<file path="src/rtl/vga_scan_if.sv">
// Signal bundle between the scan controller, the video RAM read port and the VGA pins.
`timescale 1ns/1ps
interface vga_scan_if #(
   parameter int ADDR_W = 14
);
   // No valid/ready: the VRAM answers a fixed one clock after pixel_addr, and the
   // pin-side outputs are free-running, changing only on pixel ticks.
   logic              red_in;
   logic              green_in;
   logic              blue_in;
   logic [ADDR_W-1:0] pixel_addr;
   logic              VGA_Red;
   logic              VGA_Green;
   logic              VGA_Blue;
   logic              VGA_HSYNC;
   logic              VGA_VSYNC;
   logic              video_on;
   logic              frame_start;
   logic [1:0]        dbg_h_state;
   logic [1:0]        dbg_v_state;

   modport master (
      input  red_in, green_in, blue_in,
      output pixel_addr, VGA_Red, VGA_Green, VGA_Blue, VGA_HSYNC, VGA_VSYNC,
      output video_on, frame_start, dbg_h_state, dbg_v_state
   );

   modport slave (
      output red_in, green_in, blue_in,
      input  pixel_addr, VGA_Red, VGA_Green, VGA_Blue, VGA_HSYNC, VGA_VSYNC,
      input  video_on, frame_start, dbg_h_state, dbg_v_state
   );
endinterface

</file>
<file path="src/rtl/vga_scan_controller.sv">
// 640x480@60 VGA timing on a 25 MHz pixel tick derived from 50 MHz, scanning a
// 128x96 VRAM with each stored pixel replicated into a 5x5 screen block.
`timescale 1ns/1ps
module vga_scan_controller #(
   parameter int H_DISP = 640,
   parameter int H_FP   = 16,
   parameter int H_SYNC = 96,
   parameter int H_BP   = 48,
   parameter int V_DISP = 480,
   parameter int V_FP   = 10,
   parameter int V_SYNC = 2,
   parameter int V_BP   = 33,
   parameter int SCALE  = 5,
   parameter int MEM_W  = 128,
   parameter int ADDR_W = 14
) (
   input  logic       clk,
   input  logic       reset,
   vga_scan_if.master vga
);

   typedef enum logic [1:0] {
      ST_H_DISPLAY = 2'd0,
      ST_H_FRONT   = 2'd1,
      ST_H_SYNC    = 2'd2,
      ST_H_BACK    = 2'd3
   } h_state_t;

   typedef enum logic [1:0] {
      ST_V_DISPLAY = 2'd0,
      ST_V_FRONT   = 2'd1,
      ST_V_SYNC    = 2'd2,
      ST_V_BACK    = 2'd3
   } v_state_t;

   localparam logic [9:0]        H_DISP_LAST = 10'(H_DISP - 1);
   localparam logic [9:0]        H_FP_LAST   = 10'(H_FP - 1);
   localparam logic [9:0]        H_SYNC_LAST = 10'(H_SYNC - 1);
   localparam logic [9:0]        H_BP_LAST   = 10'(H_BP - 1);
   localparam logic [9:0]        V_DISP_LAST = 10'(V_DISP - 1);
   localparam logic [9:0]        V_FP_LAST   = 10'(V_FP - 1);
   localparam logic [9:0]        V_SYNC_LAST = 10'(V_SYNC - 1);
   localparam logic [9:0]        V_BP_LAST   = 10'(V_BP - 1);
   localparam logic [2:0]        SUB_LAST    = 3'(SCALE - 1);
   localparam logic [ADDR_W-1:0] ROW_STEP    = ADDR_W'(MEM_W);

   function automatic logic [9:0] h_last(input h_state_t s);
      case (s)
         ST_H_DISPLAY: h_last = H_DISP_LAST;
         ST_H_FRONT:   h_last = H_FP_LAST;
         ST_H_SYNC:    h_last = H_SYNC_LAST;
         default:      h_last = H_BP_LAST;
      endcase
   endfunction

   function automatic logic [9:0] v_last(input v_state_t s);
      case (s)
         ST_V_DISPLAY: v_last = V_DISP_LAST;
         ST_V_FRONT:   v_last = V_FP_LAST;
         ST_V_SYNC:    v_last = V_SYNC_LAST;
         default:      v_last = V_BP_LAST;
      endcase
   endfunction

   logic              phase_q;
   logic              run_q;
   h_state_t          h_state_q;
   v_state_t          v_state_q;
   logic [9:0]        h_cnt_q;
   logic [9:0]        v_cnt_q;
   logic [2:0]        col_sub_q, col_sub_d;
   logic [2:0]        row_sub_q, row_sub_d;
   logic [ADDR_W-1:0] addr_q, addr_d;
   logic [ADDR_W-1:0] line_base_q, line_base_d;
   logic              red_q, green_q, blue_q;
   logic              hsync_q, vsync_q;
   logic              video_on_q;
   logic              frame_start_q;

   logic tick;
   logic adv;
   logic visible;

   // The first tick after reset only presents address 0 to the VRAM; the
   // counters start moving one tick later, once that read has come back.
   assign tick    = ~phase_q;
   assign adv     = tick & run_q;
   assign visible = (h_state_q == ST_H_DISPLAY) && (v_state_q == ST_V_DISPLAY);

   always_comb begin
      col_sub_d   = col_sub_q;
      row_sub_d   = row_sub_q;
      addr_d      = addr_q;
      line_base_d = line_base_q;
      if (adv && visible) begin
         if (h_cnt_q == H_DISP_LAST) begin
            col_sub_d = 3'd0;
            if (v_cnt_q == V_DISP_LAST) begin
               row_sub_d   = 3'd0;
               line_base_d = '0;
               addr_d      = '0;
            end else if (row_sub_q == SUB_LAST) begin
               row_sub_d   = 3'd0;
               line_base_d = line_base_q + ROW_STEP;
               addr_d      = line_base_q + ROW_STEP;
            end else begin
               row_sub_d = row_sub_q + 3'd1;
               addr_d    = line_base_q;
            end
         end else if (col_sub_q == SUB_LAST) begin
            col_sub_d = 3'd0;
            addr_d    = addr_q + 1'b1;
         end else begin
            col_sub_d = col_sub_q + 3'd1;
         end
      end
   end

   always_ff @(posedge clk) begin
      if (reset) begin
         phase_q       <= 1'b0;
         run_q         <= 1'b0;
         h_state_q     <= ST_H_DISPLAY;
         v_state_q     <= ST_V_DISPLAY;
         h_cnt_q       <= '0;
         v_cnt_q       <= '0;
         col_sub_q     <= '0;
         row_sub_q     <= '0;
         addr_q        <= '0;
         line_base_q   <= '0;
         red_q         <= 1'b0;
         green_q       <= 1'b0;
         blue_q        <= 1'b0;
         hsync_q       <= 1'b1;
         vsync_q       <= 1'b1;
         video_on_q    <= 1'b0;
         frame_start_q <= 1'b0;
      end else begin
         phase_q       <= ~phase_q;
         frame_start_q <= 1'b0;
         col_sub_q     <= col_sub_d;
         row_sub_q     <= row_sub_d;
         addr_q        <= addr_d;
         line_base_q   <= line_base_d;
         if (tick && !run_q) begin
            run_q <= 1'b1;
         end
         if (adv) begin
            // Pin outputs describe the pixel the counters held before this tick,
            // which is the pixel whose VRAM data is arriving now.
            red_q         <= vga.red_in & visible;
            green_q       <= vga.green_in & visible;
            blue_q        <= vga.blue_in & visible;
            video_on_q    <= visible;
            hsync_q       <= (h_state_q != ST_H_SYNC);
            vsync_q       <= (v_state_q != ST_V_SYNC);
            frame_start_q <= visible && (h_cnt_q == 10'd0) && (v_cnt_q == 10'd0);

            if (h_cnt_q == h_last(h_state_q)) begin
               h_cnt_q <= '0;
               case (h_state_q)
                  ST_H_DISPLAY: h_state_q <= ST_H_FRONT;
                  ST_H_FRONT:   h_state_q <= ST_H_SYNC;
                  ST_H_SYNC:    h_state_q <= ST_H_BACK;
                  default: begin
                     h_state_q <= ST_H_DISPLAY;
                     if (v_cnt_q == v_last(v_state_q)) begin
                        v_cnt_q <= '0;
                        case (v_state_q)
                           ST_V_DISPLAY: v_state_q <= ST_V_FRONT;
                           ST_V_FRONT:   v_state_q <= ST_V_SYNC;
                           ST_V_SYNC:    v_state_q <= ST_V_BACK;
                           default:      v_state_q <= ST_V_DISPLAY;
                        endcase
                     end else begin
                        v_cnt_q <= v_cnt_q + 10'd1;
                     end
                  end
               endcase
            end else begin
               h_cnt_q <= h_cnt_q + 10'd1;
            end
         end
      end
   end

   assign vga.pixel_addr  = addr_q;
   assign vga.VGA_Red     = red_q;
   assign vga.VGA_Green   = green_q;
   assign vga.VGA_Blue    = blue_q;
   assign vga.VGA_HSYNC   = hsync_q;
   assign vga.VGA_VSYNC   = vsync_q;
   assign vga.video_on    = video_on_q;
   assign vga.frame_start = frame_start_q;
   assign vga.dbg_h_state = h_state_q;
   assign vga.dbg_v_state = v_state_q;

endmodule

</file>
<file path="src/flat_wrapper.sv">
// flat-port wrapper written by rule: the top's interface ports become plain ports
module vga_scan_controller_flat 
#(
   parameter int H_DISP = 640,
   parameter int H_FP   = 16,
   parameter int H_SYNC = 96,
   parameter int H_BP   = 48,
   parameter int V_DISP = 480,
   parameter int V_FP   = 10,
   parameter int V_SYNC = 2,
   parameter int V_BP   = 33,
   parameter int SCALE  = 5,
   parameter int MEM_W  = 128,
   parameter int ADDR_W = 14
)
  (clk, reset, vga_red_in, vga_green_in, vga_blue_in, vga_pixel_addr, vga_VGA_Red, vga_VGA_Green, vga_VGA_Blue, vga_VGA_HSYNC, vga_VGA_VSYNC, vga_video_on, vga_frame_start, vga_dbg_h_state, vga_dbg_v_state);
  vga_scan_if #(.ADDR_W(ADDR_W)) vga_i ();
  input  logic clk;
  input  logic reset;
  input wire logic [$bits(vga_i.red_in)-1:0] vga_red_in;
  input wire logic [$bits(vga_i.green_in)-1:0] vga_green_in;
  input wire logic [$bits(vga_i.blue_in)-1:0] vga_blue_in;
  output wire logic [$bits(vga_i.pixel_addr)-1:0] vga_pixel_addr;
  output wire logic [$bits(vga_i.VGA_Red)-1:0] vga_VGA_Red;
  output wire logic [$bits(vga_i.VGA_Green)-1:0] vga_VGA_Green;
  output wire logic [$bits(vga_i.VGA_Blue)-1:0] vga_VGA_Blue;
  output wire logic [$bits(vga_i.VGA_HSYNC)-1:0] vga_VGA_HSYNC;
  output wire logic [$bits(vga_i.VGA_VSYNC)-1:0] vga_VGA_VSYNC;
  output wire logic [$bits(vga_i.video_on)-1:0] vga_video_on;
  output wire logic [$bits(vga_i.frame_start)-1:0] vga_frame_start;
  output wire logic [$bits(vga_i.dbg_h_state)-1:0] vga_dbg_h_state;
  output wire logic [$bits(vga_i.dbg_v_state)-1:0] vga_dbg_v_state;
  assign vga_i.red_in = vga_red_in;
  assign vga_i.green_in = vga_green_in;
  assign vga_i.blue_in = vga_blue_in;
  assign vga_pixel_addr = vga_i.pixel_addr;
  assign vga_VGA_Red = vga_i.VGA_Red;
  assign vga_VGA_Green = vga_i.VGA_Green;
  assign vga_VGA_Blue = vga_i.VGA_Blue;
  assign vga_VGA_HSYNC = vga_i.VGA_HSYNC;
  assign vga_VGA_VSYNC = vga_i.VGA_VSYNC;
  assign vga_video_on = vga_i.video_on;
  assign vga_frame_start = vga_i.frame_start;
  assign vga_dbg_h_state = vga_i.dbg_h_state;
  assign vga_dbg_v_state = vga_i.dbg_v_state;
  vga_scan_controller #(.H_DISP(H_DISP), .H_FP(H_FP), .H_SYNC(H_SYNC), .H_BP(H_BP), .V_DISP(V_DISP), .V_FP(V_FP), .V_SYNC(V_SYNC), .V_BP(V_BP), .SCALE(SCALE), .MEM_W(MEM_W), .ADDR_W(ADDR_W)) u_core (.clk(clk), .reset(reset), .vga(vga_i));
endmodule
</file>
<file path="config.mk">
export PLATFORM = sky130hd
export DESIGN_NAME = vga_scan_controller_flat
export DESIGN_NICKNAME = d
export VERILOG_FILES = /design/src/rtl/vga_scan_if.sv /design/src/rtl/vga_scan_controller.sv /design/src/flat_wrapper.sv
export SDC_FILE = /design/constraint.sdc
export NUM_CORES = 1
export LEC_CHECK = 0
export CAP_MARGIN = 20
export CORE_ASPECT_RATIO = 1.1
export CORE_MARGIN = 1.5
export CORE_UTILIZATION = 52
export CTS_CLUSTER_DIAMETER = 120
export DETAILED_ROUTE_END_ITERATION = 8
export PLACE_DENSITY = 0.76
export SETUP_SLACK_MARGIN = 0.15
export SLEW_MARGIN = 20
export SYNTH_ARGS = -nofsm -noshare
export SYNTH_HDL_FRONTEND = slang
export SYNTH_SLANG_ARGS = --single-unit
</file>
<file path="constraint.sdc">
create_clock -name clk -period 2.3 [get_ports clk]
set_clock_uncertainty 0.2 [all_clocks]
set_input_delay 0.46 -clock clk [delete_from_list [all_inputs] [get_ports clk]]
set_output_delay 0.46 -clock clk [all_outputs]
set_load 0.02 [all_outputs]
</file>
After elaboration in Yosys (flattened, before gate mapping)
Cells that the tools add are included.
{"block": "totals", "ff_bits": 67, "latchBits": 0, "ram_bits": 0, "mem_bits_ro": 0, "inputBits": 5, "wordCells": 80, "n_memories": 0}
{"block": "classes", "n_addsub": 6, "n_mul": 0, "div": 0, "magnitude_cmp": 0, "eq_ne": 12, "n_shift": 0, "muxes": 20, "n_bitwise": 7, "reduce_logical": 18}
{"op": "$mux W10", "n": 8}
{"op": "$mux W14", "n": 4}
{"op": "$pmux W10 S3", "n": 1}
{"op": "$pmux W9 S3", "n": 1}
{"op": "$add A10 B1 Y10 const B", "n": 2}
{"op": "$eq A10 B10 Y1", "n": 2}
{"op": "$logic_not A10 Y1", "n": 2}
{"op": "$add A14 B1 Y14 const B", "n": 1}
{"op": "$add A14 B8 Y14 const B", "n": 1}
{"op": "$mux W3", "n": 4}
{"op": "$pmux W2 S3", "n": 2}
{"op": "$eq A10 B10 Y1 const B", "n": 1}
{"op": "$eq A10 B9 Y1 const B", "n": 1}
{"op": "$add A3 B1 Y3 const B", "n": 2}
{"op": "$eq A3 B3 Y1 const B", "n": 2}
{"op": "$reduce_and A2 Y1", "n": 3}
{"op": "$logic_and A1 B1 Y1", "n": 5}
{"op": "$and A1 B1 Y1", "n": 4}
{"op": "$eq A2 B1 Y1 const B", "n": 2}
{"op": "$eq A2 B2 Y1 const B", "n": 2}
{"op": "$logic_not A2 Y1", "n": 2}
{"op": "$ne A2 B2 Y1 const B", "n": 2}
{"op": "$reduce_and A4 Y1", "n": 1}
{"op": "$not A1 Y1", "n": 3}
{"op": "other kinds (5)", "n": 5}

Depth between registers and ports, before layout
Gate-level depths: netlist (run 1).
{"block": "depth", "ltp_word": 10, "depth_mapped": 8, "depth_no_buf": 7}

Worst setup path after synthesis (run 1)
OpenSTA, ideal clock, no wires.
{"block": "synth_path", "kind": "flip-flop to flip-flop", "start": "reg u_core.v_state_q[0] (netlist: u_core.vga.dbg_v_state[0])", "end": "reg u_core.v_cnt_q[3]", "setup_ps": 132, "arrival_ps": 2196, "required_ps": 1968, "setup_slack_ps": -228, "stages_incl_launch_ff": 9, "n_path_buf": 1, "synth_period_minus_slack_ps": 2528, "cell_sequence": "dfxtp_1 > inv_1 > ha_1 > or3_1 > a2111oi_0 > o22a_1 > buf_2 > a2bb2oi_1 > a21oi_1"}
{"block": "synth_between", "elab_chain_cells": 8, "elab_cells_between_ends": 10, "cone_classes": "3 x eq/ne; 6 x mux; 1 x reduce/logical"}
{"element": "start, declared", "line": "vga_scan_controller.sv:68", "text": "v_state_t v_state_q;"}
{"element": "start signal, assigned", "line": "vga_scan_controller.sv:124", "text": "v_state_q <= ST_V_DISPLAY;"}
{"element": "start signal, assigned", "line": "vga_scan_controller.sv:170", "text": "ST_V_DISPLAY: v_state_q <= ST_V_FRONT;"}
{"element": "start signal, assigned", "line": "vga_scan_controller.sv:171", "text": "ST_V_FRONT: v_state_q <= ST_V_SYNC;"}
{"element": "$eq A2 B2 Y1 (tied with other cells)", "line": "vga_scan_controller.sv:57", "text": "case (s)"}
{"element": "$pmux W9 S3 (*)", "line": "vga_scan_controller.sv:57"}
{"element": "$mux W10 (*)", "line": "vga_scan_controller.sv:161", "text": "case (h_state_q)"}
{"element": "$mux W10 (*)", "line": "vga_scan_controller.sv:159", "text": "if (h_cnt_q == h_last(h_state_q)) begin"}
{"element": "$mux W10 (*)", "line": "vga_scan_controller.sv:148", "text": "if (adv) begin"}
{"element": "$mux W10 (*)", "line": "vga_scan_controller.sv:120", "text": "if (reset) begin"}
{"element": "$eq A10 B10 Y1 (*)", "line": "vga_scan_controller.sv:167", "text": "if (v_cnt_q == v_last(v_state_q)) begin"}
{"element": "$mux W10 (*)", "line": "vga_scan_controller.sv:167"}
{"element": "end signal, assigned", "line": "vga_scan_controller.sv:176", "text": "v_cnt_q <= v_cnt_q + 10'd1;"}
{"element": "end, declared", "line": "vga_scan_controller.sv:70", "text": "logic [9:0] v_cnt_q;"}
Every way passes the cells marked *; elsewhere a longest branch is shown, timed or not. The select of a mux whose other input is x is not followed.
A chain may end at the register's enable or synchronous reset.

Worst setup path in the final report (run 1)
{"block": "layout_path", "start": "reg u_core.v_state_q[1] (netlist: u_core.vga.dbg_v_state[1])", "end": "reg u_core.v_cnt_q[3]"}
Same word-level chain as after synthesis.

==> impl_metrics.csv, run 1 <==
group,metric,value,unit
cells_and_area,area_growth,29.77,%
job,maxCapViolations,0,
synthesis,async_flop_share,0,%
sta,period_share,98.43,%
sta,worstMarginPinSlew,0.5657,ns
cells_and_area,register_area,1359,µm²
worst_setup_path,r2r_slack,0.04,ns
synthesis,yosysWarnings,0,
pwr,powerDensity,485.7,nW/µm²
global_routing,grt_use_total,26.19,%
die,die_x,82.03,µm
die,start_util,53.86,%
synthesis,ys_seq_area_share,37.55,%
clock_network,cts_buffers,9,
cells_and_area,antenna_cells,0,
min_path,hp-class,"reg -> reg",
clock_network,htree_levels,3,
worst_setup_path,crit_fanout,5,
placed_design,place_worst_setup_slack,-0.01348,ns
outcome,status,"finished clean",
synthesis,netlist_instances,437,
synthesis,synth.largest_area_cell,"dfxtp_1",
min_path,hold_start,"u_core.line_base_q[3]",
global_routing,antenna_found_initial,0,
synthesis,synth_ff_type,"dfxtp_1",
clock_network,clockRootBuffer,"clkbuf_8",
sta,final-setup-viol-count,0,
route,num_vias,3487,
synthesis,synth_area,3572,µm²
die,chipHeight,89.93,µm
worst_setup_path,r2r_cells,7,
synthesis,synth_edf_count,0,
pwr,p_leak,1.768,nW
worst_setup_path,arrival,2.34,ns
placed_design,place.gp.congestion,0.8827,
clock_network,clk_latency,0.36,ns
cells_and_area,drive_above_1_share,20.63,%
cells_and_area,finish.utilization,69.89,%
route,drt-pass1-iter-count,4,
global_routing,overflow,0,
clock_network,cts_buffer_depth,2,
route,remaining_drc_errors,0,
route,drtAntennaViolNets,0,
global_routing,grt_pass1_vias,3345,
sta,setup-tns-final,0,ns
synthesis,ys_types,55,
synthesis,synth.top_cell.area_share,37.55,%
sta,fmax,0.4417,GHz
synthesis,syn-num-nets,460,
sta,post-route-min-period,2.264,ns
die,pin_count,30,
min_path,hold_depth,1,
sta,fin_ws,0.03617,ns
route,wl,9412,µm
worst_setup_path,reg2reg_from,"u_core.vga.dbg_v_state[1]",
route,viasPerCell,5.900,
placed_design,io_buffers,29,
clock_network,holdBufCountCts,0,
cells_and_area,fillCellCount,509,
die,dieArea,7377,µm²
pwr,ir_drop,0.3296,mV
sta,timing.slew.headroom,61.94,%
worst_setup_path,path_class,"reg -> reg",
worst_setup_path,worstPathRequired,2.38,ns
synthesis,synth.area.top_cells,"dfxtp_1 38%, ha_1 6.3%, a21oi_1 4.9%, nand2_1 4.7%, nand3_1 4.5%",
cells_and_area,layout.nets,527,
pwr,p_total,0.002252,W
sta,hold_viol,0,
die,fp-row-count,31,
worst_setup_path,endpoint_kind,"flop",
synthesis,synth_most_common_cell,"dfxtp_1",
clock_network,cts_tree,"done",
cells_and_area,multi_input_area,2273,µm²
route,wl_per_cell,15.93,µm
min_path,hold-path-endpoint,"u_core.line_base_q[3]",
sta,rsz0062_at_grt,"yes",
worst_setup_path,cp-start-kind,"flop",
die,core_area,6633,µm²
synthesis,synth-seq-cells,67,
clock_network,cts.clk_slew.worst_paths,0.07,ns
synthesis,synthTopCellsByCount,"67 x dfxtp_1, 45 x nand2_1, 35 x a21oi_1",
placed_design,hpwlAfterDp,6395,µm
worst_setup_path,r2r-end,"u_core.v_cnt_q[3]",
global_routing,grt_first_pass_wirelength,15210,µm
synthesis,avgSynthCellArea,8.174,µm²
clock_network,cts.sinks,67,
global_routing,grt_max_degree,17,
route,drt_iter0_markers,208,
sta,finalMaxSlewViolations,0,
worst_setup_path,critPathLaunch,"u_core.vga.dbg_v_state[1]",
## per-layer routing
| metal | track usage, % | vias to the layer above | share of wire, % |
|---|---|---|---|
| li1 | - | 1710 | - |
| met1 | 32.49 | 1646 | 43 |
| met2 | 42.69 | 102 | 49 |
| met3 | 3.959 | 29 | 4.1 |
| met4 | 13.84 | 0 | 3.4 |
| met5 | 0 | - | 0 |
## kinds of logic (layout without fill, tap and decap cells)
family / count (synthesis) / count (layout) / share of synthesized area (%)
AOI/OAI and AO/OA: 90 / 91 / 16.36
and+or+nand+nor: 198 / 199 / 29.28
muxes: 3 / 3 / 0.8757
adders and majority gates: 18 / 18 / 6.305
xor gates and xnor gates: 21 / 21 / 5.149
buffers and inverters: 40 / 110 / 4.483
DFF: 67 / 67 / 37.55
## flip-flops by register name, summed over array words and instances (netlist names)
name                    count
u_core.row_sub_q            3
u_core.line_base_q         14
u_core.vga.video_on         1
u_core.vga.VGA_Blue         1
u_core.vga.VGA_Green        1
u_core.v_cnt_q             10
u_core.h_cnt_q             10
u_core.phase_q              1
u_core.col_sub_q            3
u_core.vga.dbg_v_state      2
u_core.vga.VGA_HSYNC        1
u_core.run_q                1
u_core.vga.VGA_VSYNC        1
u_core.vga.pixel_addr      14
u_core.vga.VGA_Red          1
u_core.vga.frame_start      1
u_core.vga.dbg_h_state      2
## final cells by class
type | count | share of cell area [%]
multi-input combinational | 332 | 49.04
timing repair buffer | 76 | 14.20
clock inverter | 6 | 0.9177
inverter | 18 | 1.565
sequential | 67 | 29.31
tap | 82 | 2.213
clock buffer | 10 | 2.753
## critical path: stages, from the launching register on
cell	delay (ns)
dfxtp_4	0.38
inv_4	0.05
ha_1	0.18
o21ai_1	0.24
a2111oi_4	0.13
o22a_1	0.28
or4_1	0.54
a21oi_1	0.19
## through the flow
step                      cell area, µm²  std cells  hold WS [ns]
final                               4636        591        0.2680
after floorplan                     3672        437        0.2284
after global placement              4237        563        0.2430
after detailed placement            4237        563        0.2469
after CTS                           4489        586        0.2665
after global routing                4636        591        0.2942
## repair_timing
item                                    in CTS  in global routing
gates cloned                                 1                  1
pin swaps                                    4                 15
endpoints found under the setup margin      32                 43
gates resized for setup                     10                 23
buffers inserted                             6                  4
## where the power goes
| part | internal (W) | switching, W |
|---|---|---|
| clock | 0.000391 | 0.000494 |
| sequential | 0.00118 | 0.0000193 |
| combinational | 0.0000745 | 0.0000968 |
| total | 0.00164 | 0.000610 |
## placed cells by master, fill, tap and decap left out, types with 3 or more instances in the layout
master and n:
a21oi_1 34, a22oi_1 3, a2bb2oi_2 4, and2_1 10
and3_1 8, buf_4 47, clkbuf_8 9, clkdlybuf4s50_1 23
dfxtp_1 61, dfxtp_4 4, dlymetal6s2s_1 6, ha_1 15
inv_1 14, nand2_1 46, nand2b_1 4, nand3_1 31
nand3b_1 6, nand4_1 11, nor2_1 30, nor2b_1 3
nor3_1 12, nor4_1 8, o21ai_0 5, o21ai_1 14
o32a_1 3, o32ai_1 3, or3_1 3, or4_1 5
xnor2_1 7, xor2_1 14
## worst max-delay path by stage
stage	endpoint	depth (start not counted)
2_1_floorplan	u_core.v_cnt_q[3]	6
3_3_place_gp	u_core.v_cnt_q[6]	7
3_5_place_dp	u_core.v_cnt_q[8]	5
4_1_cts	u_core.v_cnt_q[8]	7
5_1_grt	u_core.v_cnt_q[3]	7
6_report	u_core.v_cnt_q[3]	7
(Power assumes the default switching activity.)
==> inputs of run 2 (changes only) <==
- CORE_UTILIZATION: 52 -> 40
- GPL_TIMING_DRIVEN: not set -> 1
- PLACE_DENSITY: 0.76 -> not set
==> run 2 against run 1 <==
Wire length grew 2.2%. Hold slack about the same. Die area up 29%. Sequential share of layout area decreased by 0.89 points. Cell count rose by 5.9%. First-iteration DRC count shrank 37%. Sequential power is essentially flat. Global-route usage shrank 5.0 points. Fmax increased by 0.87%. Register-to-register slack gained 0.02 ns. Combinational power is essentially flat. Critical path type unchanged. Critical endpoint is now u_core.v_cnt_q[6]. Largest power group unchanged. Highest routed layer unchanged.
==> impl_metrics.csv, run 2 (synthesized netlist as in run 1, its figures left out) <==
group,metric,value,unit
clock_network,cts_buffer_depth,2,
sta,post-route-min-period,2.244,ns
cells_and_area,area_growth,34.47,%
outcome,status,"finished clean",
global_routing,grt_use_total,21.24,%
die,chipHeight,102.1,µm
worst_setup_path,path_class,"reg -> reg",
die,core_area,8539,µm²
cells_and_area,stdcell_area,4803,µm²
cells_and_area,antenna_cells,0,
cells_and_area,layout_commonest_cell,"dfxtp_1",
clock_network,clockRootBuffer,"clkbuf_8",
clock_network,htree_levels,3,
pwr,p_int,0.001750,W
die,dieArea,9507,µm²
worst_setup_path,worstPathRequired,2.33,ns
worst_setup_path,path_buf_inv,1,
pwr,power_switching,0.0006148,W
die,die_x,93.11,µm
sta,final-setup-viol-count,0,
placed_design,hpwlAfterDp,6475,µm
global_routing,grt_max_degree,22,
cells_and_area,layout.nets,533,
worst_setup_path,endpoint_kind,"flop",
clock_network,clk_latency,0.36,ns
global_routing,grt_pass1_vias,3329,
clock_network,cts_tree,"done",
route,wl_per_cell,15.37,µm
cells_and_area,final_cell_mix,"58 x dfxtp_1, 48 x buf_4, 45 x nand2_1",
worst_setup_path,critical-path-slowest-cell,"dfxtp_4",
die,pin_count,30,
job,maxCapViolations,0,
placed_design,place.gp.congestion,0.8484,
pwr,p_leak,1.837,nW
clock_network,cts_buffers,9,
cells_and_area,drive_above_1_share,24.08,%
worst_setup_path,path_cells,"inv_4 > ha_4 > or3_4 > a2111oi_4 > o22a_2 > a2bb2oi_1 > a21oi_1",
pwr,share_clk_of_total_power,42.1,%
sta,finalMaxSlewViolations,0,
sta,period_share,97.58,%
worst_setup_path,max_stage_delay,0.40,ns
route,remaining_drc_errors,0,
route,drt_iter0_markers,131,
die,fp-row-count,35,
sta,worstMarginPinSlew,0.5433,ns
route,drt-pass1-iter-count,4,
pwr,p_total,0.002365,W
global_routing,overflow,0,
sta,hold_viol,0,
clock_network,holdBufCountCts,0,
cells_and_area,finish.utilization,56.25,%
placed_design,io_buffers,29,
pwr,p_comb_share,7.4,%
worst_setup_path,cp_top_family,"compound AO/OA/AOI/OAI gates",
pwr,power.share.switching,26.00,%
pwr,ir_drop,0.2602,mV
sta,holdWs,0.2676,ns
pwr,seqPwrFrac,50.6,%
worst_setup_path,crit_fanout,5,
sta,rsz0062_at_grt,"yes",
placed_design,place_area,4273,µm²
die,start_util,41.83,%
global_routing,grt_first_pass_wirelength,15900,µm
pwr,powerDensity,492.3,nW/µm²
worst_setup_path,cp-start-kind,"flop",
worst_setup_path,arrival,2.27,ns
route,viasPerCell,5.575,
min_path,hp-class,"reg -> reg",
route,wl,9619,µm
sta,fmax,0.4456,GHz
clock_network,cts.sinks,67,
sta,timing.slew.headroom,63.50,%
route,num_vias,3490,
route,drtAntennaViolNets,0,
clock_network,cts.clk_slew.worst_paths,0.08,ns
global_routing,antenna_found_initial,0,
## run 2: final cells by class
cell class,count,area [µm²]
Fill cell,794,3736
Sequential cell,67,1365
Inverter,18,72.57
Multi-Input combinational cell,332,2325
Timing Repair Buffer,82,709.4
Clock buffer,9,123.9
Clock inverter,7,68.82
Tap cell,111,138.9
## run 2: path summary, 6_finish.rpt
check	start	to	slack, ns	cells after the start
worst max-delay path	u_core.vga.dbg_v_state[0]	u_core.v_cnt_q[6]	0.06	7
worst max register to register	u_core.vga.dbg_v_state[0]	u_core.v_cnt_q[6]	0.06	7
worst min-delay path	u_core.line_base_q[0]	u_core.line_base_q[0]	0.27	1
worst min register to register	u_core.line_base_q[0]	u_core.line_base_q[0]	0.27	1
## run 2: layer usage
layer	part of all wire (%)	up-vias	GRT usage, %
li1	-	1725	-
met1	45	1677	26.71
met2	49	70	36.83
met3	3.8	18	2.902
met4	2.1	0	8.392
met5	0	-	0
## run 2: through the flow
| stage | setup TNS (ns) | setup WS (ns) | std cells |
|---|---|---|---|
| CTS | 0 | 0.07806 | 620 |
| global route | 0 | 0.001063 | 626 |
| detailed placement | -0.04211 | -0.01713 | 592 |
| global placement | 0 | 0.05394 | 592 |
| floorplan | 0 | 0.1278 | 437 |
| finish | 0 | 0.05571 | 626 |
## run 2: power by group through the flow
| stage | clock (W) | combinational [W] | sequential (W) |
|---|---|---|---|
| floorplan | 0 | 0.0000842 | 0.00123 |
| global placement | 0 | 0.000154 | 0.00122 |
| detailed placement | 0 | 0.000156 | 0.00122 |
| CTS | 0.00101 | 0.000164 | 0.00119 |
| global route | 0.00106 | 0.000190 | 0.00120 |
| finish | 0.000994 | 0.000174 | 0.00120 |
## run 2: timing repair
item,in CTS,in global routing
pin swaps,14,15
endpoints found under the setup margin,31,56
cloned,3,0
gates resized for setup,26,30
setup buffers,9,6
==> inputs of run 3 (changes only) <==
- MAX_ROUTING_LAYER: not set -> met4
==> run 3 against run 2 <==
Clock power grew 4%. Fmax is 2.1% higher. Critical path type unchanged. Highest routed layer unchanged. Wire length decreased by 2.4%. Largest power group unchanged. Non-clock buffer count is 2 lower.
==> impl_metrics.csv, run 3 (synthesized netlist as in run 1, its figures left out) <==
group,metric,value,unit
global_routing,grt_use_total,21.45,%
global_routing,overflow,0,
cells_and_area,area_growth,32.96,%
clock_network,cts.sinks,67,
pwr,share_clk_of_total_power,42.9,%
pwr,power_switching,0.0006201,W
global_routing,grt_first_pass_wirelength,15600,µm
sta,finalMaxSlewViolations,0,
placed_design,place_area,4295,µm²
clock_network,cts_tree,"done",
sta,hold_viol,0,
die,start_util,41.83,%
clock_network,htree_levels,3,
route,num_vias,3402,
route,viasPerCell,5.452,
clock_network,clockRootBuffer,"clkbuf_8",
sta,final-setup-viol-count,0,
sta,setup-tns-final,0,ns
sta,post-route-min-period,2.198,ns
die,die_x,93.11,µm
sta,fmax,0.4549,GHz
sta,rsz0062_at_grt,"yes",
pwr,p_leak,1.825,nW
pwr,powerDensity,507.2,nW/µm²
pwr,p_comb_share,7.5,%
worst_setup_path,cp-start-kind,"flop",
route,route.met3.wl,184,µm
placed_design,place.gp.congestion,0.8924,
route,remaining_drc_errors,0,
outcome,status,"finished clean",
pwr,ir_drop,0.2852,mV
worst_setup_path,path_class,"reg -> reg",
cells_and_area,drive_above_1_share,22.03,%
worst_setup_path,worstPathRequired,2.34,ns
pwr,p_int,0.001789,W
clock_network,cts_buffers,9,
die,dieArea,9507,µm²
min_path,hold_start,"u_core.vga.video_on",
route,drtAntennaViolNets,0,
cells_and_area,antenna_cells,0,
pwr,seqPwrFrac,49.6,%
route,drt-pass1-iter-count,4,
route,wl,9390,µm
die,core_area,8539,µm²
worst_setup_path,r2r_slack,0.10,ns
worst_setup_path,arrival,2.24,ns
clock_network,cts.clk_slew.worst_paths,0.08,ns
worst_setup_path,r2r_cells,7,
global_routing,antenna_found_initial,0,
min_path,hold-path-endpoint,"u_core.vga.video_on",
sta,period_share,95.58,%
route,wl_met2,4562,µm
route,wl_per_cell,15.05,µm
worst_setup_path,endpoint_kind,"flop",
die,pin_count,30,
min_path,hp-class,"reg -> reg",
sta,worstMarginPinSlew,0.4622,ns
placed_design,hpwlAfterDp,6504,µm
global_routing,grt_pass1_vias,3232,
cells_and_area,stdcell_area,4750,µm²
route,highest_layer,"met4",
worst_setup_path,crit_fanout,5,
placed_design,io_buffers,29,
min_path,hold_depth,2,
global_routing,grt_max_degree,17,
cells_and_area,final_cell_mix,"60 x dfxtp_1, 48 x buf_4, 45 x nand2_1",
pwr,power.share.switching,25.74,%
clock_network,clk_latency,0.35,ns
route,drt_iter0_markers,145,
worst_setup_path,r2r-end,"u_core.v_cnt_q[8]",
sta,timing.slew.headroom,68.90,%
clock_network,cts_buffer_depth,2,
cells_and_area,layout.nets,531,
job,maxCapViolations,0,
cells_and_area,layout_commonest_cell,"dfxtp_1",
die,chipHeight,102.1,µm
route,m1WireLength,4467,µm
worst_setup_path,reg2reg_from,"u_core.vga.dbg_v_state[1]",
die,fp-row-count,35,
[run 3: worst max path at each step]
stage                              startpoint                end  cells after the start
floorplan                   u_core.h_cnt_q[4]  u_core.v_cnt_q[3]                      6
global placement    u_core.vga.dbg_v_state[1]  u_core.v_cnt_q[6]                      7
detailed placement  u_core.vga.dbg_v_state[1]  u_core.v_cnt_q[8]                      7
CTS                 u_core.vga.dbg_h_state[0]  u_core.v_cnt_q[8]                      5
global route        u_core.vga.dbg_v_state[0]  u_core.v_cnt_q[6]                      7
finish              u_core.vga.dbg_v_state[1]  u_core.v_cnt_q[8]                      7
[run 3: power by group through the flow]
stage               combinational [W]  clock (W)  sequential (W)
floorplan                   0.0000842          0         0.00123
global placement             0.000156          0         0.00122
detailed placement           0.000158          0         0.00122
CTS                          0.000161    0.00106         0.00119
global route                 0.000196    0.00112         0.00120
finish                       0.000180    0.00103         0.00120
[run 3: critical path, cell delays in order (launching register included)]
cell,delay [ns]
dfxtp_4,0.36
inv_4,0.04
ha_2,0.16
or3_4,0.37
a2111oi_4,0.39
o22a_2,0.28
a2bb2oi_1,0.19
a21oi_1,0.08
[run 3: through the flow]
stage                     util (%)  worst slack, ns  total power, W  hold WS [ns]  std cells
after floorplan                  -           0.1278        0.001312        0.2284        437
after global placement       50.30          0.06565        0.001377        0.2430        595
after detailed placement     50.30          0.01057        0.001380        0.2477        595
after CTS                    53.95           0.1081        0.002412        0.2644        618
after global routing         55.62          0.02897        0.002514        0.2827        624
final                        55.62           0.1018        0.002409        0.2608        624
[run 3: area by class of cell]
class / instances / area, µm²
Tap cell: 111 / 138.9
Clock buffer: 11 / 173.9
Clock inverter: 5 / 42.54
Timing Repair Buffer: 80 / 708.2
Fill cell: 830 / 3790
Inverter: 18 / 72.57
Multi-Input combinational cell: 332 / 2253
Sequential cell: 67 / 1360
[run 3: routing by layer]
metal,global-route usage (%),vias up
met2,34.76,42
met1,26.41,1620
met3,3.348,15
met5,-,-
li1,-,1725
met4,9.441,0
[run 3: repair_timing]
item | CTS | global route
gates resized for setup | 12 | 24
pin swaps | 6 | 5
endpoints found under the hold margin | 0 | 0
setup endpoints to repair | 19 | 53
gates cloned | 2 | 0
setup buffers | 5 | 6
hold buffers | 0 | 0
